$ cat config.mk
export PLATFORM = sky130hd
export DESIGN_NAME = branch_predict_resolver
export DESIGN_NICKNAME = d
export VERILOG_FILES = /design/src/rtl/riscv_defines.sv /design/src/rtl/bht_table.sv /design/src/rtl/branch_predict_resolver.sv
export SDC_FILE = /design/constraint.sdc
export NUM_CORES = 1
export LEC_CHECK = 0
export ABC_AREA = 0
export CORE_MARGIN = 2
export CORE_UTILIZATION = 48
export DETAILED_ROUTE_END_ITERATION = 7
export PLACE_DENSITY = 0.86
export SLEW_MARGIN = 0
export SYNTH_ARGS = -nofsm -noshare
export SYNTH_HDL_FRONTEND = slang
export SYNTH_SLANG_ARGS = --single-unit
export TNS_END_PERCENT = 30
$ cat constraint.sdc
create_clock -name clk -period 6.4 [get_ports clk]
set_input_delay 1.28 -clock clk [delete_from_list [all_inputs] [get_ports clk]]
set_output_delay 1.28 -clock clk [all_outputs]
set_load 0.05 [all_outputs]
$ cat src/rtl/riscv_defines.sv
// Shared types for the branch predictor: 2-bit counter states, prediction modes
// and the saturating counter step.
package riscv_defines;

  typedef enum logic [1:0] {
    STRONG_NT = 2'b00,
    WEAK_NT   = 2'b01,
    WEAK_T    = 2'b10,
    STRONG_T  = 2'b11
  } bht_state_t;

  typedef enum logic {
    PRED_STATIC_NT = 1'b0,
    PRED_BIMODAL   = 1'b1
  } pred_mode_t;

  // Taken moves toward STRONG_T, not-taken toward STRONG_NT; both ends saturate.
  function automatic bht_state_t bht_next(input bht_state_t cur, input logic taken);
    bht_state_t nxt;
    nxt = cur;
    case (cur)
      STRONG_NT: nxt = taken ? WEAK_NT  : STRONG_NT;
      WEAK_NT:   nxt = taken ? WEAK_T   : STRONG_NT;
      WEAK_T:    nxt = taken ? STRONG_T : WEAK_NT;
      STRONG_T:  nxt = taken ? STRONG_T : WEAK_T;
      default:   nxt = WEAK_NT;
    endcase
    return nxt;
  endfunction

endpackage

$ cat src/rtl/bht_table.sv
// Branch history table: array of 2-bit counters, one combinational read port and
// one read-modify-write update port, asynchronously reset to WEAK_NT.
module bht_table
  import riscv_defines::*;
#(
  parameter int unsigned ENTRIES = 16,
  localparam int unsigned IDX_W = $clog2(ENTRIES)
) (
  input  logic             clk,
  input  logic             rst_n,
  input  logic [IDX_W-1:0] rd_idx,
  output bht_state_t       rd_state,
  input  logic             wr_en,
  input  logic [IDX_W-1:0] wr_idx,
  input  logic             wr_taken
);

  bht_state_t entries [ENTRIES];

  always_ff @(posedge clk or negedge rst_n) begin
    if (!rst_n) begin
      for (int i = 0; i < int'(ENTRIES); i++) begin
        entries[i] <= WEAK_NT;
      end
    end else if (wr_en) begin
      entries[wr_idx] <= bht_next(entries[wr_idx], wr_taken);
    end
  end

  // Read sees the stored value only, so a same-cycle update is not bypassed.
  assign rd_state = entries[rd_idx];

endmodule

$ cat src/rtl/branch_predict_resolver.sv
// Decode-stage branch prediction and execute-stage resolution: flags mispredicts
// and jumps, produces the redirect PC and keeps a saturating mispredict tally.
module branch_predict_resolver
  import riscv_defines::*;
#(
  parameter int unsigned XLEN         = 32,
  parameter int unsigned BHT_ENTRIES  = 16,
  parameter pred_mode_t  PREDICT_MODE = PRED_BIMODAL
) (
  input  logic            clk,
  input  logic            rst_n,
  input  logic [XLEN-1:0] d_pc,
  output logic            d_pred_taken,
  input  logic            e_valid,
  input  logic            e_stall,
  input  logic            e_is_branch,
  input  logic            e_is_jump,
  input  logic [XLEN-1:0] e_pc,
  input  logic            e_pred_taken,
  input  logic            e_actual_taken,
  input  logic [XLEN-1:0] e_target,
  output logic            flag,
  output logic            flush_d,
  output logic            flush_e,
  output logic [XLEN-1:0] redirect_pc,
  output logic [31:0]     mispredict_count
);

  localparam int unsigned IDX_W = $clog2(BHT_ENTRIES);
  localparam bit BIMODAL = (PREDICT_MODE == PRED_BIMODAL);

  logic [IDX_W-1:0] d_idx;
  logic [IDX_W-1:0] e_idx;
  bht_state_t       d_state;
  logic             active;
  logic             bht_we;
  logic [XLEN-1:0]  e_pc_next;
  logic [31:0]      mispredict_count_q;

  assign d_idx     = d_pc[IDX_W+1:2];
  assign e_idx     = e_pc[IDX_W+1:2];
  assign active    = e_valid & ~e_stall;
  assign e_pc_next = e_pc + XLEN'(4);

  // A jump wins over a simultaneous branch indication and never trains the table.
  assign bht_we = BIMODAL & active & e_is_branch & ~e_is_jump;

  bht_table #(
    .ENTRIES (BHT_ENTRIES)
  ) u_bht (
    .clk      (clk),
    .rst_n    (rst_n),
    .rd_idx   (d_idx),
    .rd_state (d_state),
    .wr_en    (bht_we),
    .wr_idx   (e_idx),
    .wr_taken (e_actual_taken)
  );

  assign d_pred_taken = BIMODAL ? d_state[1] : 1'b0;

  always_comb begin
    flag        = 1'b0;
    redirect_pc = '0;
    if (rst_n && active) begin
      if (e_is_jump) begin
        flag        = 1'b1;
        redirect_pc = e_target;
      end else if (e_is_branch && (e_pred_taken != e_actual_taken)) begin
        flag        = 1'b1;
        redirect_pc = e_actual_taken ? e_target : e_pc_next;
      end
    end
  end

  assign flush_d = flag;
  assign flush_e = flag;

  always_ff @(posedge clk or negedge rst_n) begin
    if (!rst_n) begin
      mispredict_count_q <= '0;
    end else if (flag && (mispredict_count_q != 32'hFFFF_FFFF)) begin
      mispredict_count_q <= mispredict_count_q + 32'd1;
    end
  end

  assign mispredict_count = mispredict_count_q;

endmodule

=== Yosys cells after proc, flatten, opt, wreduce, memory -nomap -nowiden ===
Index checks and enable logic that the tools add are counted.

* Register bits after elaboration: 64
* Bits of input ports: 104
* Output and inout bits: 68
* Word-level logic and storage cells: 61

* $add $sub $neg: 2
* Magnitude comparators: 3
* Eq/ne operators: 5
* Mux-type cells: 22
* Bitwise gates (word level): 7
* Reductions and logical operators: 5

{| class="wikitable"
|+ Operator list
! cell !! number
|-
| two-way mux 32 bit || 4
|-
| adder 32 x 1 -> 32 bit (second input constant) || 1
|-
| adder 32 x 3 -> 32 bit (second input constant) || 1
|-
| bitwise mux 32 bit || 1
|-
| inequality test 32 bit (second input constant) || 1
|-
| binary-select mux 2 bit (select 4 bit) || 2
|-
| two-way mux 2 bit || 8
|-
| >= comparator 5 bit (second input constant) || 2
|-
| NOT 4 -> 5 bit || 2
|-
| demux 2 bit (select 4 bit) || 1
|-
| case mux 2 bit (4 select lines) || 1
|-
| less-than comparator 5 x 1 -> 1 bit (second input constant) || 1
|-
| two-way mux 1 bit || 5
|-
| equality test 2 bit (second input constant) || 2
|-
| logical AND 1 bit || 4
|-
| bitwise AND 1 bit || 3
|-
| equality test 2 x 1 -> 1 bit (second input constant) || 1
|-
| logical NOT 2 bit || 1
|-
| NOT 1 bit || 2
|-
| inequality test 1 bit || 1
|}

=== Depth between registers and ports, before layout ===
Gate-level depths: netlist of the first run.

* Word-level depth: 8
* Depth in mapped cells: 8
* Depth with buffers taken out: 6

=== Hierarchy ===
From an unflattened synthesis of the first run, not the netlist that was laid out.

* Cells, all modules: 445
* Area total of the unflattened synthesis: 4584.4 sq um

{| class="wikitable"
|+ Modules (own cells, without submodules)
! module !! instances !! cells an instance !! area an instance (sq um) !! seq. area each (sq um)
|-
| branch_predict_resolver || 1 || 317 || 2730.1 || 800.8
|-
| bht_table || 1 || 128 || 1854.3 || 820.8
|}

=== Worst setup path after synthesis of the first run ===
OpenSTA, ideal clock, no wires.

* Path kind: input -> output
* From: input port e_pc[5]
* To: output port redirect_pc[30]
* Arrival: 3778 ps
* Data required time: 5120 ps
* Path slack: 1342 ps
* Cell stages on the path: 7
* Path buffers: 2
* Cell sequence: buf_2 -> nand3_1 -> or3_1 -> buf_2 -> nor4_2 -> xnor2_1 -> a211oi_1

* Word-level cells in the longest chain between the ends: 5

{| class="wikitable"
|+ RTL lines
! element !! RTL line !! text
|-
| from (decl) || branch_predict_resolver.sv:18 || <nowiki>input logic [XLEN-1:0] e_pc,</nowiki>
|-
| adder 32 x 3 -> 32 bit || branch_predict_resolver.sv:43 || <nowiki>assign e_pc_next = e_pc + XLEN'(4);</nowiki>
|-
| two-way mux 32 bit || branch_predict_resolver.sv:71 || <nowiki>redirect_pc = e_actual_taken ? e_target : e_pc_next;</nowiki>
|-
| two-way mux 32 bit || branch_predict_resolver.sv:69 || <nowiki>end else if (e_is_branch && (e_pred_taken != e_actual_taken)) begin</nowiki>
|-
| two-way mux 32 bit || branch_predict_resolver.sv:66 || <nowiki>if (e_is_jump) begin</nowiki>
|-
| two-way mux 32 bit || branch_predict_resolver.sv:65 || <nowiki>if (rst_n && active) begin</nowiki>
|-
| to (decl) || branch_predict_resolver.sv:25 || <nowiki>output logic [XLEN-1:0] redirect_pc,</nowiki>
|}

Every way passes these cells.

=== Worst setup path in the final report of the first run ===
* From: input port e_actual_taken
* To: output port redirect_pc[29]

* Word-level cells in the longest chain between the ends: 5
* Elaborated cells on any way between the ends: 6
* Those cells by class: eq/ne: 1; mux: 4; reduce/logical: 1

{| class="wikitable"
|+ RTL lines
! element !! RTL line !! text
|-
| from (decl) || branch_predict_resolver.sv:20 || <nowiki>input logic e_actual_taken,</nowiki>
|-
| inequality test 1 bit || branch_predict_resolver.sv:69 ||
|-
| logical AND 1 bit || branch_predict_resolver.sv:69 ||
|-
| two-way mux 32 bit * || branch_predict_resolver.sv:69 ||
|-
| two-way mux 32 bit * || branch_predict_resolver.sv:66 ||
|-
| two-way mux 32 bit * || branch_predict_resolver.sv:65 ||
|}

Every way passes the cells marked *; elsewhere a longest branch is shown, timed or not.

==> key figures, run 1 <==
Min path
  • Worst hold path type: register to register
  • Hold Path Depth: 2
  • Worst hold endpoint: u_bht.entries[30]
  • Hold_sp: u_bht.entries[30]

STA
  • Final hold viol count: 0
  • Slew HR: 0.240
  • Final period util: 0.873
  • Least-Margin Pin Slew: 1130 ps
  • Final setup violation count: 0
  • Maximum clock frequency: 179 MHz
  • RSZ-0062 raised after global routing: false
  • Clock skew: 13.5 ps
  • Minimum clock period: 5580 ps
  • Fin. max-slew vios: 0
  • Setup TNS: 0 ps

Cells and area
  • Ant diodes: 0
  • Commonest non-fill, non-tap cell in the layout: clkdlybuf4s50_1
  • Most frequent cells in the layout: clkdlybuf4s50_1, dfrtp_1, xnor2_1
  • Final #Nets: 702
  • Share of layout cells above drive strength 1: 0.157
  • Post-route cell area: 6110 µm²
  • Area delta synth->final: 38.9%

Floorplan
  • Die W: 99.8 µm
  • Io pins: 172
  • Core Rows: 34
  • Core ar.: 8810 µm²
  • Die area: 9950 µm²
  • Die height: 99.8 µm
  • Starting Density: 0.500

Clock tree
  • CTS H-Tree Depth: 3
  • Root buf cell: clkbuf_8
  • PostCTS Resize Cnt: 0
  • CTS tree: done
  • CTS clock-pin slew for the worst setup and hold paths: 70 ps
  • Post-CTS Setup Inserts: 0
  • Clock Latency Late Sink: 340 ps
  • Sink Count: 64
  • Clock buffer count from CTS: 9
  • Maximum clock insertion buffer count: 2
  • Hold buffers post-CTS: 0

Yosys
  • Post-synthesis async set-or-reset flop share: 1.00
  • Mux cell area share after synthesis: 0.167
  • Post-synth top area cell: dfrtp_1
  • Synth Area in Simple Gates: 0.213
  • Yosys warns: 0
  • Post-synthesis compound-gate area fraction: 0.0836
  • Post-Synthesis Cell Area: 4400 µm²
  • FF+latch count, synth: 64
  • Mapped Cells: 454
  • Largest family of logic cells by synthesized area: simple AND/OR/NAND/NOR gates
  • Top post-synthesis cells by area: dfrtp_1, dfstp_2, xnor2_1
  • Synth Area in Adders: 0.0188
  • Avg Inst Size Synth: 9.70 µm²
  • Post-synth EDFFs: 0
  • Net count after synthesis: 563
  • Share of the synthesized area in the top cell type: 0.273
  • Post-synth cell types: 45
  • Post-synthesis sequential area ratio: 0.368
  • XOR/XNOR Fraction of Synth Area: 0.113
  • Top_reg_cell synth: dfrtp_1

GRT
  • Vias in the first global route: 4,106
  • Initial antenna violation count: 0
  • Global-route usage over all layers: 0.256
  • First-pass GRT wire length: 20,300 µm
  • Largest net degree at the start of global routing: 65
  • Final global-route overflow total: 0

Drt
  • Post-detailed-route via-to-cell ratio: 5.85
  • Routed WL: 12,700 µm
  • Detailed-route DRC error count: 0
  • Vias: 4,130
  • Drt first-iter violations: 216
  • First-pass DRT Iterations: 4
  • Remaining antenna violation count after routing: 0
  • Routed WL per cell: 18.0 µm

Critical path
  • CP max stage cell: clkdlybuf4s50_1
  • Worst r2r dst: u_bht.entries[20]
  • Top delay family on crit path: buffers and inverters
  • Crit. End Element: primary output
  • R2R depth: 5
  • Req. time, crit path: 5120 ps
  • Worst Path Arrival: 4300 ps
  • Worst r2r src: u_bht.entries[10]
  • Worst setup SP type: input pin
  • WS Path Type: input pin to primary output
  • Crit path largest cell delay: 840 ps
  • Worst Setup SP: e_actual_taken
  • Critical path buffers and inverters: 3
  • Worst-path fanout max: 17
  • CP Cell Sequence: clkdlybuf4s50_1 > xor2_1 > a21oi_1 > or2_2 > inv_1 > o21ai_0 > a21oi_1 > clkdlybuf4s50_1
  • Reg2Reg Setup Slack: 4020 ps

Place
  • Routability Congestion: 0.905
  • Dpl hpwl: 9440 µm
  • Cell Area, Placed: 5910 µm²
  • PortBufs: 143

Power
  • Static leakage: 2.33 nW
  • Peak supply drop: 113 µV
  • P per Cell Area: 175 nW/µm²

Run status
  • Status: completed

Flow run
  • Max-cap violation count: 0
[tightest hold or removal path: stages, from the launching register on]
cell and delay, ps:
dfstp_2 370, nand2_1 50, o31ai_1 60
[metal layers]
layer	vias to the layer above	track usage	part of all wire
li1	1938	-	-
met1	2016	0.327	0.42
met2	162	0.441	0.51
met3	14	0.0478	0.066
met4	0	0.0832	0.011
met5	-	0	0
[cell usage after synthesis (14+ instances only)]
library cell	count
dfrtp_1	48
xnor2_1	47
nand2_1	45
mux2_2	30
nand3_1	27
nor2_1	24
a21oi_1	23
nand4_1	23
dfstp_2	16
nor3_1	16
o21ai_0	15
clkbuf_1	14
[stage by stage]
stage,utilization,worst slack (ps),power [mW],cells,hold slack [ps]
6_report,0.694,816,1.07,706,479
5_1_grt,0.694,568,1.12,706,500
4_1_cts,0.694,780,1.08,706,480
3_5_place_dp,0.671,791,0.723,690,472
3_3_place_gp,0.671,825,0.713,690,466
2_1_floorplan,-,1340,0.600,454,449
[registers in the layout, summed over array words and instances, names as in the netlist]
name / cells
u_bht.entries: 32
mispredict_count: 32
[report_power, final]
group / switching, mW / internal [mW]
Sequential: 0.0207 / 0.431
Combinational: 0.152 / 0.116
Clock: 0.154 / 0.200
Total: 0.327 / 0.746
[cell type report]
cell class / instances / area, µm²
Tap cell: 108 / 135
Clock inverter: 5 / 55.1
Timing Repair Buffer: 151 / 1480
Fill cell: 640 / 2690
Multi-Input combinational cell: 356 / 2630
Inverter: 11 / 41.3
Clock buffer: 11 / 151
Sequential cell: 64 / 1620
[worst max path at each step]
stage                       to  depth (start not counted)
6_report       redirect_pc[29]                          8
5_1_grt        redirect_pc[26]                          8
4_1_cts        redirect_pc[24]                          8
3_5_place_dp   redirect_pc[24]                          8
3_3_place_gp   redirect_pc[16]                          8
2_1_floorplan  redirect_pc[30]                          7
[cells by family (layout without fill, tap and decap cells)]
logic type,after synthesis,count (layout)
AOI/OAI and AO/OA,61,61
muxes,51,51
and+or+nand+nor,180,180
buffers and inverters,34,178
xor gates and xnor gates,57,57
adders and majority gates,7,7
DFF,64,64
No activity file was read; power rests on OpenSTA's default activity.
==> run 2: changes to the inputs <==
--- a/config.mk
+++ b/config.mk
@@ -7,10 +7,10 @@
 export LEC_CHECK = 0
 export ABC_AREA = 0
 export CORE_MARGIN = 2
-export CORE_UTILIZATION = 48
+export CORE_UTILIZATION = 49
+export CTS_BUF_LIST = sky130_fd_sc_hd__clkbuf_4 sky130_fd_sc_hd__clkbuf_8
 export DETAILED_ROUTE_END_ITERATION = 7
-export PLACE_DENSITY = 0.86
-export SLEW_MARGIN = 0
+export PLACE_DENSITY = 0.88
 export SYNTH_ARGS = -nofsm -noshare
 export SYNTH_HDL_FRONTEND = slang
 export SYNTH_SLANG_ARGS = --single-unit
==> key figures, run 2 (synthesis results as in run 1) <==
Power
  • Static leakage: 2.34 nW (+0.39%)
  • P per Cell Area: 181 nW/µm² (+3.2%)
  • Peak supply drop: 198 µV (+76%)

Critical path
  • Worst Path Arrival: 4340 ps (+40 ps)
  • CP Cell Sequence: clkdlybuf4s50_1 > xor2_1 > a21oi_1 > or2_2 > inv_1 > o21ai_0 > a21oi_1 > clkdlybuf4s50_1
  • Worst setup SP type: input pin
  • CP max stage cell: clkdlybuf4s50_1
  • Crit path largest cell delay: 830 ps (about the same)
  • R2R depth: 5 (unchanged)
  • Worst r2r dst: u_bht.entries[18]
  • Worst-path fanout max: 17 (unchanged)
  • Reg2Reg Setup Slack: 4050 ps (+30 ps)
  • Crit. End Element: primary output
  • Req. time, crit path: 5120 ps (about the same)
  • Worst r2r src: u_bht.entries[8]
  • WS Path Type: input pin to primary output

Min path
  • Worst hold path type: register to register
  • Hold Path Depth: 2 (unchanged)
  • Hold_sp: u_bht.entries[30]
  • Worst hold endpoint: u_bht.entries[30]

Drt
  • Routed WL: 12,900 µm (+2.0%)
  • Remaining antenna violation count after routing: 0 (unchanged)
  • Post-detailed-route via-to-cell ratio: 5.89 (+0.65%)
  • First-pass DRT Iterations: 5 (+1)
  • Vias: 4,145 (+0.36%)
  • Detailed-route DRC error count: 0 (unchanged)
  • Routed WL per cell: 18.4 µm (+2.3%)
  • Drt first-iter violations: 283 (+31%)

Clock tree
  • CTS tree: done
  • Clock buffer count from CTS: 9 (unchanged)
  • Maximum clock insertion buffer count: 2 (unchanged)
  • PostCTS Resize Cnt: 0 (unchanged)
  • CTS clock-pin slew for the worst setup and hold paths: 70 ps (about the same)
  • Clock Latency Late Sink: 340 ps (about the same)
  • Post-CTS Setup Inserts: 0 (unchanged)
  • Hold buffers post-CTS: 0 (unchanged)
  • Root buf cell: clkbuf_8
  • CTS H-Tree Depth: 3 (unchanged)
  • Sink Count: 64 (unchanged)

Flow run
  • Max-cap violation count: 0 (unchanged)

GRT
  • Final global-route overflow total: 0 (unchanged)
  • Largest net degree at the start of global routing: 65 (unchanged)
  • Initial antenna violation count: 0 (unchanged)
  • Vias in the first global route: 4,254 (+3.6%)
  • First-pass GRT wire length: 21,100 µm (+3.9%)
  • Global-route usage over all layers: 0.267 (+0.0105)

Cells and area
  • Commonest non-fill, non-tap cell in the layout: clkdlybuf4s50_1
  • Fill cells: 659 (+3.0%)
  • Ant diodes: 0 (unchanged)
  • Share of layout cells above drive strength 1: 0.154 (-0.00283)
  • Area delta synth->final: 39.1%
  • Most frequent cells in the layout: clkdlybuf4s50_1, dfrtp_1, xnor2_1
  • Finished Layout Cells: 704 (-0.28%)
  • Final #Nets: 701 (-0.14%)

Place
  • Dpl hpwl: 9620 µm (+2.0%)
  • Place WS: 800 ps (+8.46 ps)
  • PortBufs: 143 (unchanged)
  • Routability Congestion: 0.924 (+2.0%)
  • Placed cells: 689 (-0.14%)

STA
  • Clock skew: 8.58 ps (-4.92 ps)
  • Maximum clock frequency: 178 MHz (-0.58%)
  • Fin. max-slew vios: 0 (unchanged)
  • Least-Margin Pin Slew: 1060 ps (-73.4 ps)
  • Slew HR: 0.289 (+0.0494)
  • Hold_ws: 477 ps (-2.17 ps)
  • Final hold viol count: 0 (unchanged)
  • Minimum clock period: 5620 ps (+32.4 ps)
  • Post-route setup slack: 783 ps (-32.4 ps)
  • Final period util: 0.878 (+0.00506)
  • Final setup violation count: 0 (unchanged)
  • Setup TNS: 0 ps (unchanged)
  • RSZ-0062 raised after global routing: false

Floorplan
  • Core ar.: 8720 µm² (-0.97%)
  • Core Rows: 34 (unchanged)
  • Die height: 98.8 µm (-0.98%)
  • Die W: 98.8 µm (-0.98%)
  • Die area: 9760 µm² (-2.0%)
  • Starting Density: 0.505 (+0.00488)
  • Io pins: 172 (unchanged)

Run status
  • Status: completed
==> run 2: final cells by class <==
| cell class | count | area (µm²) | share of cell area |
|---|---|---|---|
| clock inverters | 3 | 65.1 | 0.0106 |
| inverters | 11 | 41.3 | 0.00674 |
| multi-input cells | 356 | 2630 | 0.429 |
| repair buffers | 150 | 1480 | 0.241 |
| well taps | 108 | 135 | 0.0221 |
| clock buffers | 12 | 159 | 0.0259 |
| flip-flops and latches | 64 | 1620 | 0.265 |
==> run 2: through the flow <==
step | instance area (µm²) | total power, mW | utilization
global placement | 5900 | 0.713 | 0.677
detailed placement | 5900 | 0.723 | 0.677
CTS | 6120 | 1.11 | 0.702
finish | 6120 | 1.11 | 0.702
floorplan | 4400 | 0.600 | -
global route | 6120 | 1.15 | 0.702
==> run 2: report_power, final <==
part	total, mW	internal [mW]	switching [mW]
Combinational	0.266	0.115	0.151
Sequential	0.450	0.431	0.0195
Clock	0.392	0.242	0.150
==> run 2: worst max path at each step <==
| stage | startpoint | end | cells after the start |
|---|---|---|---|
| 4_1_cts | e_actual_taken | redirect_pc[15] | 8 |
| 2_1_floorplan | e_pc[5] | redirect_pc[30] | 7 |
| 3_5_place_dp | e_actual_taken | redirect_pc[15] | 8 |
| 6_report | e_actual_taken | redirect_pc[26] | 8 |
| 5_1_grt | e_actual_taken | redirect_pc[15] | 8 |
| 3_3_place_gp | e_actual_taken | redirect_pc[26] | 8 |
==> run 2: worst max-delay path: cells and delay by family <==
kind	cells	cell delay [ps]
buffers and inverters	3	1910
AOI/OAI and AO/OA	3	470
and+or+nand+nor	1	470
xor gates and xnor gates	1	190
==> run 2: routing by layer <==
metal,global-route usage,up-vias,wire [µm]
li1,-,1926,-
met2,0.471,187,6520
met4,0.0727,0,200
met3,0.0468,24,923
met5,0,-,0
met1,0.337,2008,5310
